<file path="config.mk">
export PLATFORM = sky130hd
export DESIGN_NAME = knight_anim_ctrl
export DESIGN_NICKNAME = d
export VERILOG_FILES = /design/src/rtl/knight_anim_pkg.sv /design/src/rtl/knight_anim_ctrl_frame_tick_sync.sv /design/src/rtl/knight_anim_ctrl.sv
export SDC_FILE = /design/constraint.sdc
export NUM_CORES = 1
export LEC_CHECK = 0
export CAP_MARGIN = 20
export CORE_UTILIZATION = 40
export DETAILED_ROUTE_END_ITERATION = 7
export GPL_TIMING_DRIVEN = 0
export PLACE_DENSITY = 0.86
export SYNTH_ARGS = -nofsm -noshare
export SYNTH_HDL_FRONTEND = slang
export SYNTH_HIERARCHICAL = 1
export SYNTH_SLANG_ARGS = --single-unit
export TNS_END_PERCENT = 5
</file>
<file path="constraint.sdc">
create_clock -name Clk -period 2 [get_ports Clk]
set_clock_uncertainty 0.1 [all_clocks]
set_input_delay 0.3 -clock Clk [delete_from_list [all_inputs] [get_ports Clk]]
set_output_delay 0.3 -clock Clk [all_outputs]
set_load 0.05 [all_outputs]
</file>
<file path="src/rtl/knight_anim_pkg.sv">
// Shared types and constants for the knight animation sequencer.
// Optional feature macro used by knight_anim_ctrl: KNIGHT_WALK_CYCLE_EN.
package knight_anim_pkg;

    // Width of the status bus consumed by player_mapper.
    localparam int STATUS_W = 4;

    // Default sprite dimensions.
    localparam int SIZE_X_GROUND_DEF = 50;
    localparam int SIZE_X_AIR_DEF    = 45;
    localparam int SIZE_Y_DEF        = 64;

    // Encodings match the mapper's Player_Status values.
    typedef enum logic [1:0] {
        ST_IDLE = 2'd0,
        ST_WALK = 2'd1,
        ST_JUMP = 2'd2,
        ST_FALL = 2'd3
    } anim_state_t;

    // Airborne states use the narrower sprite and skip the dwell rule.
    function automatic logic is_airborne(input anim_state_t s);
        return (s == ST_JUMP) || (s == ST_FALL);
    endfunction

endpackage

</file>
<file path="src/rtl/knight_anim_ctrl_frame_tick_sync.sv">
// frame_tick_sync: brings the vsync-rate frame_clk into the Clk domain and
// emits a one-cycle frame_tick per rising edge. After reset a low level must
// be observed before the next rise counts, so an edge in flight is dropped.
module frame_tick_sync (
    input  logic Clk,
    input  logic Reset_n,
    input  logic frame_clk,
    output logic frame_tick
);

    logic       meta_q;
    logic       sync_q;
    logic       prev_q;
    logic [1:0] fill_q;   // counts edges until sync_q holds a real sample
    logic       armed_q;  // set once a genuine low level has been seen
    logic       tick_q;

    // Synchronizer, arming logic and registered rising-edge detector.
    always_ff @(posedge Clk) begin
        if (!Reset_n) begin
            meta_q  <= 1'b0;
            sync_q  <= 1'b0;
            prev_q  <= 1'b0;
            fill_q  <= 2'd0;
            armed_q <= 1'b0;
            tick_q  <= 1'b0;
        end else begin
            // NOTE: non-blocking assignments let every flop see the pre-edge
            // value of its neighbour, which is what makes this a shift chain.
            meta_q <= frame_clk;
            sync_q <= meta_q;
            prev_q <= sync_q;
            if (fill_q != 2'd2) begin
                fill_q <= fill_q + 2'd1;
            end
            if ((fill_q == 2'd2) && !sync_q) begin
                armed_q <= 1'b1;
            end
            tick_q <= armed_q & sync_q & ~prev_q;
        end
    end

    assign frame_tick = tick_q;

endmodule

</file>
<file path="src/rtl/knight_anim_ctrl.sv">
// knight_anim_ctrl: per-frame animation state machine for the player knight.
// Optional feature: define KNIGHT_WALK_CYCLE_EN to alternate the walk and idle
// sprites on each walk half-cycle.
module knight_anim_ctrl
    import knight_anim_pkg::*;
#(
    parameter int SIZE_X_GROUND = SIZE_X_GROUND_DEF,
    parameter int SIZE_X_AIR    = SIZE_X_AIR_DEF,
    parameter int SIZE_Y        = SIZE_Y_DEF,
    parameter int MIN_DWELL     = 4,
    parameter int WALK_PERIOD   = 6
) (
    input  logic                Clk,
    input  logic                Reset_n,
    input  logic                frame_clk,
    input  logic                key_left,
    input  logic                key_right,
    input  logic                on_ground,
    input  logic [9:0]          vel_y,
    output logic [STATUS_W-1:0] Player_Status,
    output logic                Inverse,
    output logic [9:0]          Player_SizeX,
    output logic [9:0]          Player_SizeY,
    output logic                frame_tick,
    output logic                walk_phase
);

    localparam int DW = (MIN_DWELL > 1) ? $clog2(MIN_DWELL) : 1;
    localparam int WW = (WALK_PERIOD > 1) ? $clog2(WALK_PERIOD) : 1;
    localparam logic [DW-1:0] DWELL_MAX = DW'(MIN_DWELL - 1);
    localparam logic [WW-1:0] WALK_MAX  = WW'(WALK_PERIOD - 1);

    anim_state_t         state_q,      state_d;
    logic [DW-1:0]       dwell_q,      dwell_d;
    logic [WW-1:0]       walk_cnt_q,   walk_cnt_d;
    logic                walk_phase_q, walk_phase_d;
    logic                inverse_q,    inverse_d;
    logic [STATUS_W-1:0] status_q,     status_d;
    logic [9:0]          size_x_q,     size_x_d;
    logic                want_walk;
    anim_state_t         ground_target;

    frame_tick_sync u_frame_tick_sync (
        .Clk        (Clk),
        .Reset_n    (Reset_n),
        .frame_clk  (frame_clk),
        .frame_tick (frame_tick)
    );

    // Next-state, counters and registered-output values; only a tick moves them.
    always_comb begin
        // NOTE: every variable gets a default up front so no path leaves it
        // unassigned, which would otherwise infer a latch.
        state_d       = state_q;
        dwell_d       = dwell_q;
        walk_cnt_d    = walk_cnt_q;
        walk_phase_d  = walk_phase_q;
        inverse_d     = inverse_q;
        want_walk     = key_left ^ key_right;
        ground_target = want_walk ? ST_WALK : ST_IDLE;

        if (frame_tick) begin
            if (!on_ground) begin
                state_d = ($signed(vel_y) < 10'sd0) ? ST_JUMP : ST_FALL;
            end else if (is_airborne(state_q) || (dwell_q >= DWELL_MAX)) begin
                state_d = ground_target;
            end

            if (state_d != state_q) begin
                dwell_d = '0;
            end else if (dwell_q < DWELL_MAX) begin
                dwell_d = dwell_q + 1'b1;
            end

            if (key_left && !key_right) begin
                inverse_d = 1'b1;
            end else if (key_right && !key_left) begin
                inverse_d = 1'b0;
            end

            if ((state_d != ST_WALK) || (state_q != ST_WALK)) begin
                walk_cnt_d   = '0;
                walk_phase_d = 1'b0;
            end else if (walk_cnt_q == WALK_MAX) begin
                walk_cnt_d   = '0;
                walk_phase_d = ~walk_phase_q;
            end else begin
                walk_cnt_d = walk_cnt_q + 1'b1;
            end
        end

`ifdef KNIGHT_WALK_CYCLE_EN
        if ((state_d == ST_WALK) && walk_phase_d) begin
            status_d = STATUS_W'(ST_IDLE);
        end else begin
            status_d = STATUS_W'(state_d);
        end
`else
        status_d = STATUS_W'(state_d);
`endif

        size_x_d = is_airborne(state_d) ? 10'(SIZE_X_AIR) : 10'(SIZE_X_GROUND);
    end

    // State and output registers with synchronous reset.
    always_ff @(posedge Clk) begin
        if (!Reset_n) begin
            state_q      <= ST_IDLE;
            dwell_q      <= '0;
            walk_cnt_q   <= '0;
            walk_phase_q <= 1'b0;
            inverse_q    <= 1'b0;
            status_q     <= '0;
            size_x_q     <= 10'(SIZE_X_GROUND);
        end else begin
            state_q      <= state_d;
            dwell_q      <= dwell_d;
            walk_cnt_q   <= walk_cnt_d;
            walk_phase_q <= walk_phase_d;
            inverse_q    <= inverse_d;
            status_q     <= status_d;
            size_x_q     <= size_x_d;
        end
    end

    assign Player_Status = status_q;
    assign Inverse       = inverse_q;
    assign Player_SizeX  = size_x_q;
    assign Player_SizeY  = 10'(SIZE_Y);
    assign walk_phase    = walk_phase_q;

endmodule

</file>
==> results of run 1 <==
[area by class of cell]
cell class              count  area [sq um]  area share (%)
plain buffers              23           176            14.2
clock buffers               3          22.5            1.81
clock inverters             1          5.00           0.403
inverters                   4          15.0            1.21
multi-input cells          75           493            39.7
flip-flops and latches     17           340            27.4
well taps                  28          35.0            2.82
repair buffers             16           154            12.4
[per-stage QoR]
step                      setup TNS, ns  cell area, sq um  worst slack, ns
final                                 0              1240           0.0659
after global placement                0              1220           0.0258
after detailed placement        -0.0360              1220          -0.0328
after CTS                             0              1240           0.0125
after floorplan                       0              1020            0.447
after global routing                  0              1240           0.0241
[layout by cell type (no fill, tap or decap), types with 4 or more instances in the layout]
cell / n
inv_1: 4
conb_1: 17
dfxtp_1: 17
clkdlybuf4s50_1: 10
nand2b_1: 4
nand2_1: 6
and3b_1: 5
buf_4: 24
[state kept, by name, summed over array words and instances (netlist names), 2 cells and up]
register,count
dwell_q,2
u_frame_tick_sync/fill_q,2
walk_cnt_q,3
Player_Status,2
[cell families (layout without fill, tap and decap cells)]
family	after synthesis	after routing	share of synthesized area [%]
compound gates	17	17	13.7
xor+xnor	2	2	1.81
fa+ha+maj	3	3	3.88
buf+inv	27	47	19.8
flops	17	17	35.1
mux	2	2	2.07
other cells	2	17	0.775
simple gates	34	34	22.9
[critical path, delay by kind of cell, from the launching register on]
family	cells	cell delay, ns
buf+inv	2	0.89
flops	1	0.36
[cell usage after synthesis, drive strengths merged (3+ instances only)]
library cell / n / area, sq um
a311oi: 3 / 26.3
a31oi: 3 / 18.8
and2: 4 / 27.5
and3b: 5 / 43.8
buf: 23 / 176
dfxtp: 17 / 340
ha: 3 / 37.5
inv: 4 / 15.0
nand2: 6 / 22.5
nand2b: 4 / 25.0
nand3b: 4 / 33.8
nor2b: 3 / 18.8
o21ai: 3 / 15.0
[worst max path at each step]
stage                 endpoint  slack [ns]  cells past startpoint
4_1_cts             frame_tick        0.01                      1
6_report       Player_SizeX[4]        0.07                      2
3_5_place_dp        dwell_q[0]       -0.03                      6
3_3_place_gp        dwell_q[1]        0.03                      6
2_1_floorplan    walk_cnt_q[1]        0.45                      4
5_1_grt        Player_SizeX[3]        0.02                      2
[layer usage]
layer,GRT usage [%],wire [um],up-vias
met3,2.38,103,2
met4,6.94,16,0
met1,15.6,852,342
met5,0,0,-
li1,-,-,394
met2,24.8,820,28
[report_power, final]
part	internal [mW]	switching (mW)
Combinational	0.0979	0.141
Sequential	0.367	0.0186
Clock	0.0743	0.109
==> flow_summary_export.csv, run 1 <==
group,metric,value,unit
cells_and_area,layout-drive-gt1-share,23.7,%
power,p_leak,0.585,nW
logic_synthesis,async_flop_share,0,%
floorplan,die_h,51.2,um
global_routing,grt_pass1_wl,2770,um
logic_synthesis,synth_seq_cells,17,
logic_synthesis,synth-edff-count,0,
power,ir_worst_vdd,0.564,mV
floorplan,row_count,17,
cells_and_area,stdcell_count,167,
clock_network,cts_tree,"yes",
drt,first_pass_iters,4,
power,finalPower,0.809,mW
setup_path,crit_chain,"buf_4, clkdlybuf4s50_1",
clock_network,cts_hold_buf,0,
global_routing,grt_max_degree,13,
power,power.density,652,nW/um^2
setup_path,critical-path-max-stage-delay,0.78,ns
floorplan,initial_core_util,43.0,%
floorplan,die_area,2620,sq um
drt,vias,766,
sta,finalCriticalPeriod,1.93,ns
cells_and_area,finish.utilization,55.0,%
setup_path,critPathRequiredTime,1.60,ns
sta,finalSetupViolCount,0,
min_path,min-delay-start,"u_frame_tick_sync/meta_q",
setup_path,reg2reg_depth,4,
drt,antenna_left,0,
clock_network,htree_num_levels,1,
logic_synthesis,synth_ff_type,"dfxtp_1",
setup_path,rrSetupSlack,0.60,ns
min_path,hold_end,"u_frame_tick_sync/sync_q",
min_path,min_path_type,"reg -> reg",
global_routing,grt_overflow_total,0,
sta,whs,0.344,ns
logic_synthesis,synth_cells,104,
setup_path,cp_max_fo,2,
logic_synthesis,yosysWarnings,6,
sta,rsz0062_at_grt,"false",
cells_and_area,area_growth,28.2,%
place,io_buffers,16,
sta,slew_violations,0,
setup_path,cp-startpoint,"Player_SizeX[1]",
setup_path,cp.arrival,1.53,ns
min_path,hold_path_depth,1,
logic_synthesis,yosysSeqAreaShare,35.1,%
clock_network,numCtsBuffers,3,
global_routing,antenna_found_initial,0,
drt,wirelength,1790,um
clock_network,postCtsSetupBuffers,0,
setup_path,crit_type,"reg -> out",
drt,route.detailed.drc,0,
global_routing,grt_pass1_vias,670,
cells_and_area,finalNetCount,159,
setup_path,reg2reg_from,"dwell_q[0]",
clock_network,clkTransAtPathRegs,0.10,ns
logic_synthesis,synth_cell_types,30,
sta,worstMarginPinSlew,0.503,ns
place,dp.cells,163,
global_routing,grt_usage,13.9,%
setup_path,critPathSlowestCell,"clkdlybuf4s50_1",
floorplan,coreArea,2250,sq um
sta,hold_viol,0,
run,max_cap_viol_count,0,
drt,drt-initial-drc-count,19,
clock_network,root_buffer,"clkbuf_4",
clock_network,clock_latency,0.29,ns
floorplan,pin_count,43,
setup_path,r2r-end,"walk_cnt_q[1]",
sta,relSlewSlack,66.4,%
setup_path,start_kind,"flop",
setup_path,end_kind,"output pin",
clock_network,clock_sinks,17,
status,outcome,"completed",
clock_network,clockBufferDepth,2,
cells_and_area,antenna_cells,0,
sta,post-route-period-util,96.7,%
place,dpl.hpwl,1300,um
drt,wl_per_cell,10.7,um
logic_synthesis,synth_area,968,sq um
floorplan,die_x,51.2,um
logic_synthesis,syn-mean-instance-area,9.31,sq um
clock_network,cts_resized,5,
place,gp_congestion,0.739,
cells_and_area,n_fill_cell,213,
sta,max_freq,517,MHz
drt,vias_per_cell,4.59,
(Power assumes the default switching activity.)
==> run 2, diff against run 1 <==
--- a/config.mk
+++ b/config.mk
@@ -12,6 +12,5 @@
 export PLACE_DENSITY = 0.86
 export SYNTH_ARGS = -nofsm -noshare
 export SYNTH_HDL_FRONTEND = slang
-export SYNTH_HIERARCHICAL = 1
 export SYNTH_SLANG_ARGS = --single-unit
 export TNS_END_PERCENT = 5
==> run 2 against run 1 <==
  * Die area is 1.5% higher
  * Hold slack worse by 0.16 ns
  * Sequential share of layout area is 1.0 points higher
  * Via count is 5.6% higher
  * Count of clock-buffer cells in the layout is 1 higher
  * Sequential cell count is 1 higher
  * Synthesized cell count is 3.8% higher
  * Cell count is 1.8% higher
  * Critical path type unchanged
  * Largest power group unchanged
  * Highest routed layer unchanged
==> flow_summary_export.csv, run 2 <==
group,metric,value,unit
sta,worstMarginPinSlew,0.499,ns
setup_path,rrSetupSlack,0.30,ns
logic_synthesis,synth_ff_type,"dfxtp_1",
setup_path,crit_cells,1,
drt,first_pass_iters,4,
logic_synthesis,synth_cell_types,38,
drt,antenna_left,0,
sta,slew_violations,0,
logic_synthesis,synth-adder-area-share,3.82,%
run,max_cap_viol_count,0,
cells_and_area,multiInputGateArea,499,sq um
setup_path,crit_type,"reg -> out",
drt,vias,809,
place,io_buffers,15,
drt,route.detailed.drc,0,
cells_and_area,layout_common_cells,"23 x buf_4, 18 x dfxtp_1, 17 x conb_1, 9 x nor2_1, 9 x clkdlybuf4s50_1",
cells_and_area,register_area,360,sq um
drt,wirelength,1830,um
logic_synthesis,yosys-top-cells-area,"dfxtp_1 37%, buf_4 15%, ha_1 3.8%",
sta,whs,0.179,ns
logic_synthesis,synth-compound-area-share,12.5,%
floorplan,die_area,2660,sq um
sta,finalSetupViolCount,0,
setup_path,start_kind,"flop",
clock_network,htree_num_levels,1,
setup_path,r2r-end,"walk_cnt_q[0]",
power,power.density,686,nW/um^2
floorplan,die_h,51.6,um
min_path,hold_end,"Player_SizeX[1]",
status,outcome,"completed",
setup_path,cp.arrival,1.50,ns
cells_and_area,regMostFlops,"walk_cnt_q",
clock_network,clkTransAtPathRegs,0.11,ns
clock_network,clock_latency,0.29,ns
setup_path,cp_max_fo,4,
logic_synthesis,syn-mean-instance-area,9.11,sq um
logic_synthesis,yosys.area_share.simple,22.9,%
global_routing,grt_pass1_wl,2880,um
logic_synthesis,synth.area.mux_share,2.04,%
floorplan,pin_count,43,
logic_synthesis,synth_xor_area_share,1.78,%
logic_synthesis,synth_largest_area_cell,"dfxtp_1",
setup_path,crit_family,"buffers and inverters",
drt,vias_per_cell,4.76,
sta,setup-tns-final,0,ns
clock_network,cts_tree,"yes",
clock_network,clockBufferDepth,2,
setup_path,worst-path-buf-inv,1,
clock_network,cts_hold_buf,0,
min_path,min_path_type,"in -> reg",
clock_network,clock_sinks,18,
cells_and_area,stdcell_count,170,
floorplan,initial_core_util,43.6,%
cells_and_area,finalNetCount,162,
place,dp.cells,166,
cells_and_area,layout-drive-gt1-share,23.2,%
logic_synthesis,ys_top_cells_by_count,"20 x buf_4, 18 x dfxtp_1, 9 x nor2_1",
global_routing,grt_overflow_total,0,
sta,post-route-period-util,94.9,%
power,ir_worst_vdd,0.481,mV
setup_path,critical-path-max-stage-delay,0.82,ns
drt,wl_per_cell,10.8,um
clock_network,root_buffer,"clkbuf_4",
floorplan,coreArea,2250,sq um
clock_network,postCtsSetupBuffers,0,
min_path,min-delay-start,"Reset_n",
sta,finalCriticalPeriod,1.90,ns
sta,rsz0062_at_grt,"false",
global_routing,grt_max_degree,11,
sta,relSlewSlack,66.7,%
cells_and_area,design_area,1270,sq um
floorplan,row_count,17,
global_routing,grt_usage,14.5,%
logic_synthesis,synth-edff-count,0,
sta,hold_viol,0,
drt,drt-initial-drc-count,10,
global_routing,grt_pass1_vias,722,
logic_synthesis,synth_top_family_by_area,"simple AND/OR/NAND/NOR gates",
logic_synthesis,synth.most_common_cell,"buf_4",
cells_and_area,n_fill_cell,207,
place,gp_congestion,0.731,
sta,max_freq,527,MHz
setup_path,critPathSlowestCell,"clkdlybuf4s50_1",
min_path,hold_path_depth,2,
logic_synthesis,yosysSeqAreaShare,36.6,%
cells_and_area,area_growth,28.8,%
cells_and_area,largest_reg_flops,3,
logic_synthesis,yosysWarnings,0,
logic_synthesis,synth_cells,108,
setup_path,crit_chain,"clkdlybuf4s50_1",
global_routing,antenna_found_initial,0,
setup_path,end_kind,"output pin",
setup_path,critPathRequiredTime,1.60,ns
logic_synthesis,synth_seq_cells,18,
clock_network,numCtsBuffers,3,
setup_path,reg2reg_depth,5,
logic_synthesis,synth_top_area_share,36.6,%
cells_and_area,antenna_cells,0,
logic_synthesis,async_flop_share,0,%
floorplan,die_x,51.6,um
logic_synthesis,synth_area,983,sq um
power,p_leak,0.611,nW
setup_path,reg2reg_from,"dwell_q[0]",
place,place_area,1220,sq um
cells_and_area,final_common_cell,"buf_4",
place,dpl.hpwl,1380,um
## run 2: changes by cell type in the layout (fill, tap and decap cells not counted), sizes merged, moves of 2 or more
cell and change:
o21a -2, nor4b +3, a31oi -2, nand4 -2, a21oi +2, nand2 -3, nor2 +7, nand3b +2
or2 -2, and3b -4, nand4b -2, o31a +2, clkbuf +2
## run 2: repair_timing
action                     in CTS  in global routing
cloned                          0                  0
resized for setup               2                  5
hold endpoints to repair        0                  0
setup endpoints to repair       2                  5
## run 2: power breakdown
group          internal [mW]  switching, mW
combinational         0.0855          0.148
sequential             0.389         0.0196
clock                  0.111          0.115
## run 2: stage by stage
stage | power, mW | utilization [%] | setup WS (ns)
global route | 0.922 | 56.2 | 0.0403
CTS | 0.869 | 55.8 | 0.00477
finish | 0.868 | 56.2 | 0.102
floorplan | 0.607 | - | 0.313
detailed placement | 0.648 | 54.3 | -0.231
global placement | 0.635 | 54.3 | -0.212
## run 2: cell families after synthesis
| family | Yosys count |
|---|---|
| AND/OR/NAND/NOR | 35 |
| buffers and inverters | 29 |
| flip-flops | 18 |
| adder cells (fa/ha/maj) | 3 |
| multiplexers | 2 |
| AO/OA/AOI/OAI | 17 |
| XOR/XNOR | 2 |
| other | 2 |
## run 2: area by class of cell
cell class              instances  area share [%]
multi-input cells              76            39.4
flip-flops and latches         18            28.5
inverters                       6            1.78
plain buffers                  23            13.4
well taps                      28            2.77
clock buffers                   4            2.87
repair buffers                 15            11.3
## run 2: worst reg2reg max path: cells and delay by family, from the launching register on
family	cells	cell delay, ns
flops	1	0.34
simple gates	2	0.66
compound gates	1	0.16
buf+inv	1	0.12
fa+ha+maj	1	0.25
## run 2: worst max-delay path by stage
stage	endpoint	start	slack (ns)
after floorplan	walk_cnt_q[0]	key_right	0.31
after global placement	walk_cnt_q[0]	key_right	-0.21
after detailed placement	walk_cnt_q[0]	key_right	-0.23
after CTS	frame_tick	u_frame_tick_sync.frame_tick	0.005
after global routing	walk_phase	walk_phase	0.04
final	walk_phase	walk_phase	0.10
## run 2: routing by layer
layer | share of wire (%) | track usage (%) | up-vias
li1 | - | - | 402
met1 | 39 | 14.1 | 371
met2 | 54 | 28.8 | 34
met3 | 6.3 | 4.68 | 2
met4 | 0.33 | 4.05 | 0
met5 | 0 | 0 | -
==> run 3, diff against run 2 <==
--- a/config.mk
+++ b/config.mk
@@ -9,8 +9,8 @@
 export CORE_UTILIZATION = 40
 export DETAILED_ROUTE_END_ITERATION = 7
 export GPL_TIMING_DRIVEN = 0
+export MAX_ROUTING_LAYER = met4
 export PLACE_DENSITY = 0.86
 export SYNTH_ARGS = -nofsm -noshare
 export SYNTH_HDL_FRONTEND = slang
 export SYNTH_SLANG_ARGS = --single-unit
-export TNS_END_PERCENT = 5
==> run 3 against run 2 <==
  * Fmax is the same
  * Register-to-register slack hardly changed
  * Global-route usage rose by 0.38 points
  * Critical path depth is the same
  * Via count unchanged
  * Routed wire length did not move
  * Hold slack barely moved
  * Design area rose by 1.2%
  * First-iteration DRC count did not move
  * Power about the same
  * Critical path type unchanged
==> flow_summary_export.csv, run 3 (synthesis results as in run 2) <==
group,metric,value,unit
status,outcome,"completed",
floorplan,die_x,51.6,um
setup_path,crit_family,"buffers and inverters",
global_routing,grt-busiest-layer,"met2",
clock_network,cts_tree,"yes",
sta,finalSetupViolCount,0,
cells_and_area,layout-drive-gt1-share,21.1,%
place,io_buffers,15,
clock_network,postCtsSetupBuffers,0,
global_routing,met2_usage,28.8,%
cells_and_area,finish.utilization,56.8,%
sta,hold_viol,0,
cells_and_area,area_growth,30.3,%
sta,post-route-period-util,94.9,%
drt,wirelength,1830,um
drt,wl_per_cell,10.8,um
setup_path,reg2reg_depth,5,
setup_path,cp.arrival,1.50,ns
cells_and_area,final_common_cell,"buf_4",
power,ir_worst_vdd,0.481,mV
min_path,hold_path_depth,2,
global_routing,grt_max_degree,11,
sta,max_freq,527,MHz
floorplan,row_count,17,
drt,vias,809,
cells_and_area,antenna_cells,0,
setup_path,reg2reg_from,"dwell_q[0]",
floorplan,initial_core_util,43.6,%
clock_network,clock_latency,0.29,ns
drt,route.detailed.drc,0,
min_path,hold_end,"Player_SizeX[1]",
drt,drt-initial-drc-count,10,
cells_and_area,finalNetCount,162,
floorplan,coreArea,2250,sq um
setup_path,start_kind,"flop",
power,power.density,678,nW/um^2
cells_and_area,largest_reg_flops,3,
sta,finalCriticalPeriod,1.90,ns
clock_network,clkTransAtPathRegs,0.11,ns
min_path,min_path_type,"in -> reg",
floorplan,die_area,2660,sq um
sta,worstMarginPinSlew,0.503,ns
global_routing,use_met1,14.1,%
global_routing,grt_util_met3,4.68,%
clock_network,clockBufferDepth,2,
setup_path,critPathRequiredTime,1.60,ns
drt,antenna_left,0,
cells_and_area,n_fill_cell,204,
min_path,min-delay-start,"Reset_n",
cells_and_area,regMostFlops,"walk_cnt_q",
floorplan,die_h,51.6,um
clock_network,root_buffer,"clkbuf_4",
drt,first_pass_iters,4,
setup_path,crit_chain,"clkdlybuf4s50_1",
setup_path,worst-path-buf-inv,1,
cells_and_area,register_area,360,sq um
global_routing,grt_pass1_wl,2870,um
setup_path,critPathSlowestCell,"clkdlybuf4s50_1",
clock_network,numCtsBuffers,3,
setup_path,r2r-end,"walk_cnt_q[0]",
setup_path,end_kind,"output pin",
global_routing,grt_pass1_vias,722,
setup_path,crit_type,"reg -> out",
cells_and_area,multiInputGateArea,499,sq um
clock_network,clock_sinks,18,
sta,rsz0062_at_grt,"false",
place,dpl.hpwl,1380,um
setup_path,critical-path-max-stage-delay,0.82,ns
drt,vias_per_cell,4.76,
place,place_area,1220,sq um
global_routing,grt_usage,14.9,%
run,max_cap_viol_count,0,
cells_and_area,design_area,1280,sq um
setup_path,rrSetupSlack,0.30,ns
global_routing,grt_overflow_total,0,
sta,slew_violations,0,
cells_and_area,layout_common_cells,"20 x buf_4, 18 x dfxtp_1, 17 x conb_1, 9 x nor2_1, 9 x clkdlybuf4s50_1",
sta,relSlewSlack,66.4,%
place,gp_congestion,0.739,
setup_path,cp_max_fo,4,
floorplan,pin_count,43,
global_routing,antenna_found_initial,0,
power,p_leak,0.645,nW
clock_network,htree_num_levels,1,
==> run 3: where the power goes <==
group,switching [mW],internal (mW)
logic,0.148,0.0858
clock network,0.115,0.111
registers,0.0196,0.389
total,0.282,0.586
==> run 3: metal layers <==
metal | routed length (um) | vias up | share of wire [%]
met5 | 0 | - | 0
met2 | 995 | 34 | 54
li1 | - | 402 | -
met4 | 6 | 0 | 0.33
met3 | 115 | 2 | 6.3
met1 | 716 | 371 | 39
==> run 3: timing repair <==
item,4_1_cts,5_1_grt
setup endpoints to repair,2,5
hold buffers,0,0
gates resized for setup,2,5
==> run 3: metrics by stage <==
step | TNS (ns) | worst slack (ns) | hold slack, ns | total power [mW] | std cells
detailed placement | -0.414 | -0.231 | 0.320 | 0.648 | 166
CTS | 0 | 0.00477 | 0.168 | 0.869 | 170
global route | 0 | 0.0403 | 0.167 | 0.922 | 170
finish | 0 | 0.102 | 0.179 | 0.868 | 170
floorplan | 0 | 0.313 | 0.312 | 0.607 | 123
global placement | -0.221 | -0.212 | 0.316 | 0.635 | 166
==> run 3: how the worst max path moves through the flow <==
stage | depth (start not counted) | start | to | slack [ns]
detailed placement | 7 | key_right | walk_cnt_q[0] | -0.23
floorplan | 6 | key_right | walk_cnt_q[0] | 0.31
CTS | 1 | u_frame_tick_sync.frame_tick | frame_tick | 0.005
global route | 1 | walk_phase | walk_phase | 0.04
finish | 1 | walk_phase | walk_phase | 0.10
global placement | 7 | key_right | walk_cnt_q[0] | -0.21
==> run 3: final cells by class <==
| cell class | count | area share, % |
|---|---|---|
| inverters | 6 | 1.76 |
| clock buffers | 4 | 2.83 |
| flip-flops and latches | 18 | 28.1 |
| repair buffers | 15 | 12.3 |
| multi-input cells | 76 | 39.0 |
| well taps | 28 | 2.73 |
| plain buffers | 23 | 13.3 |
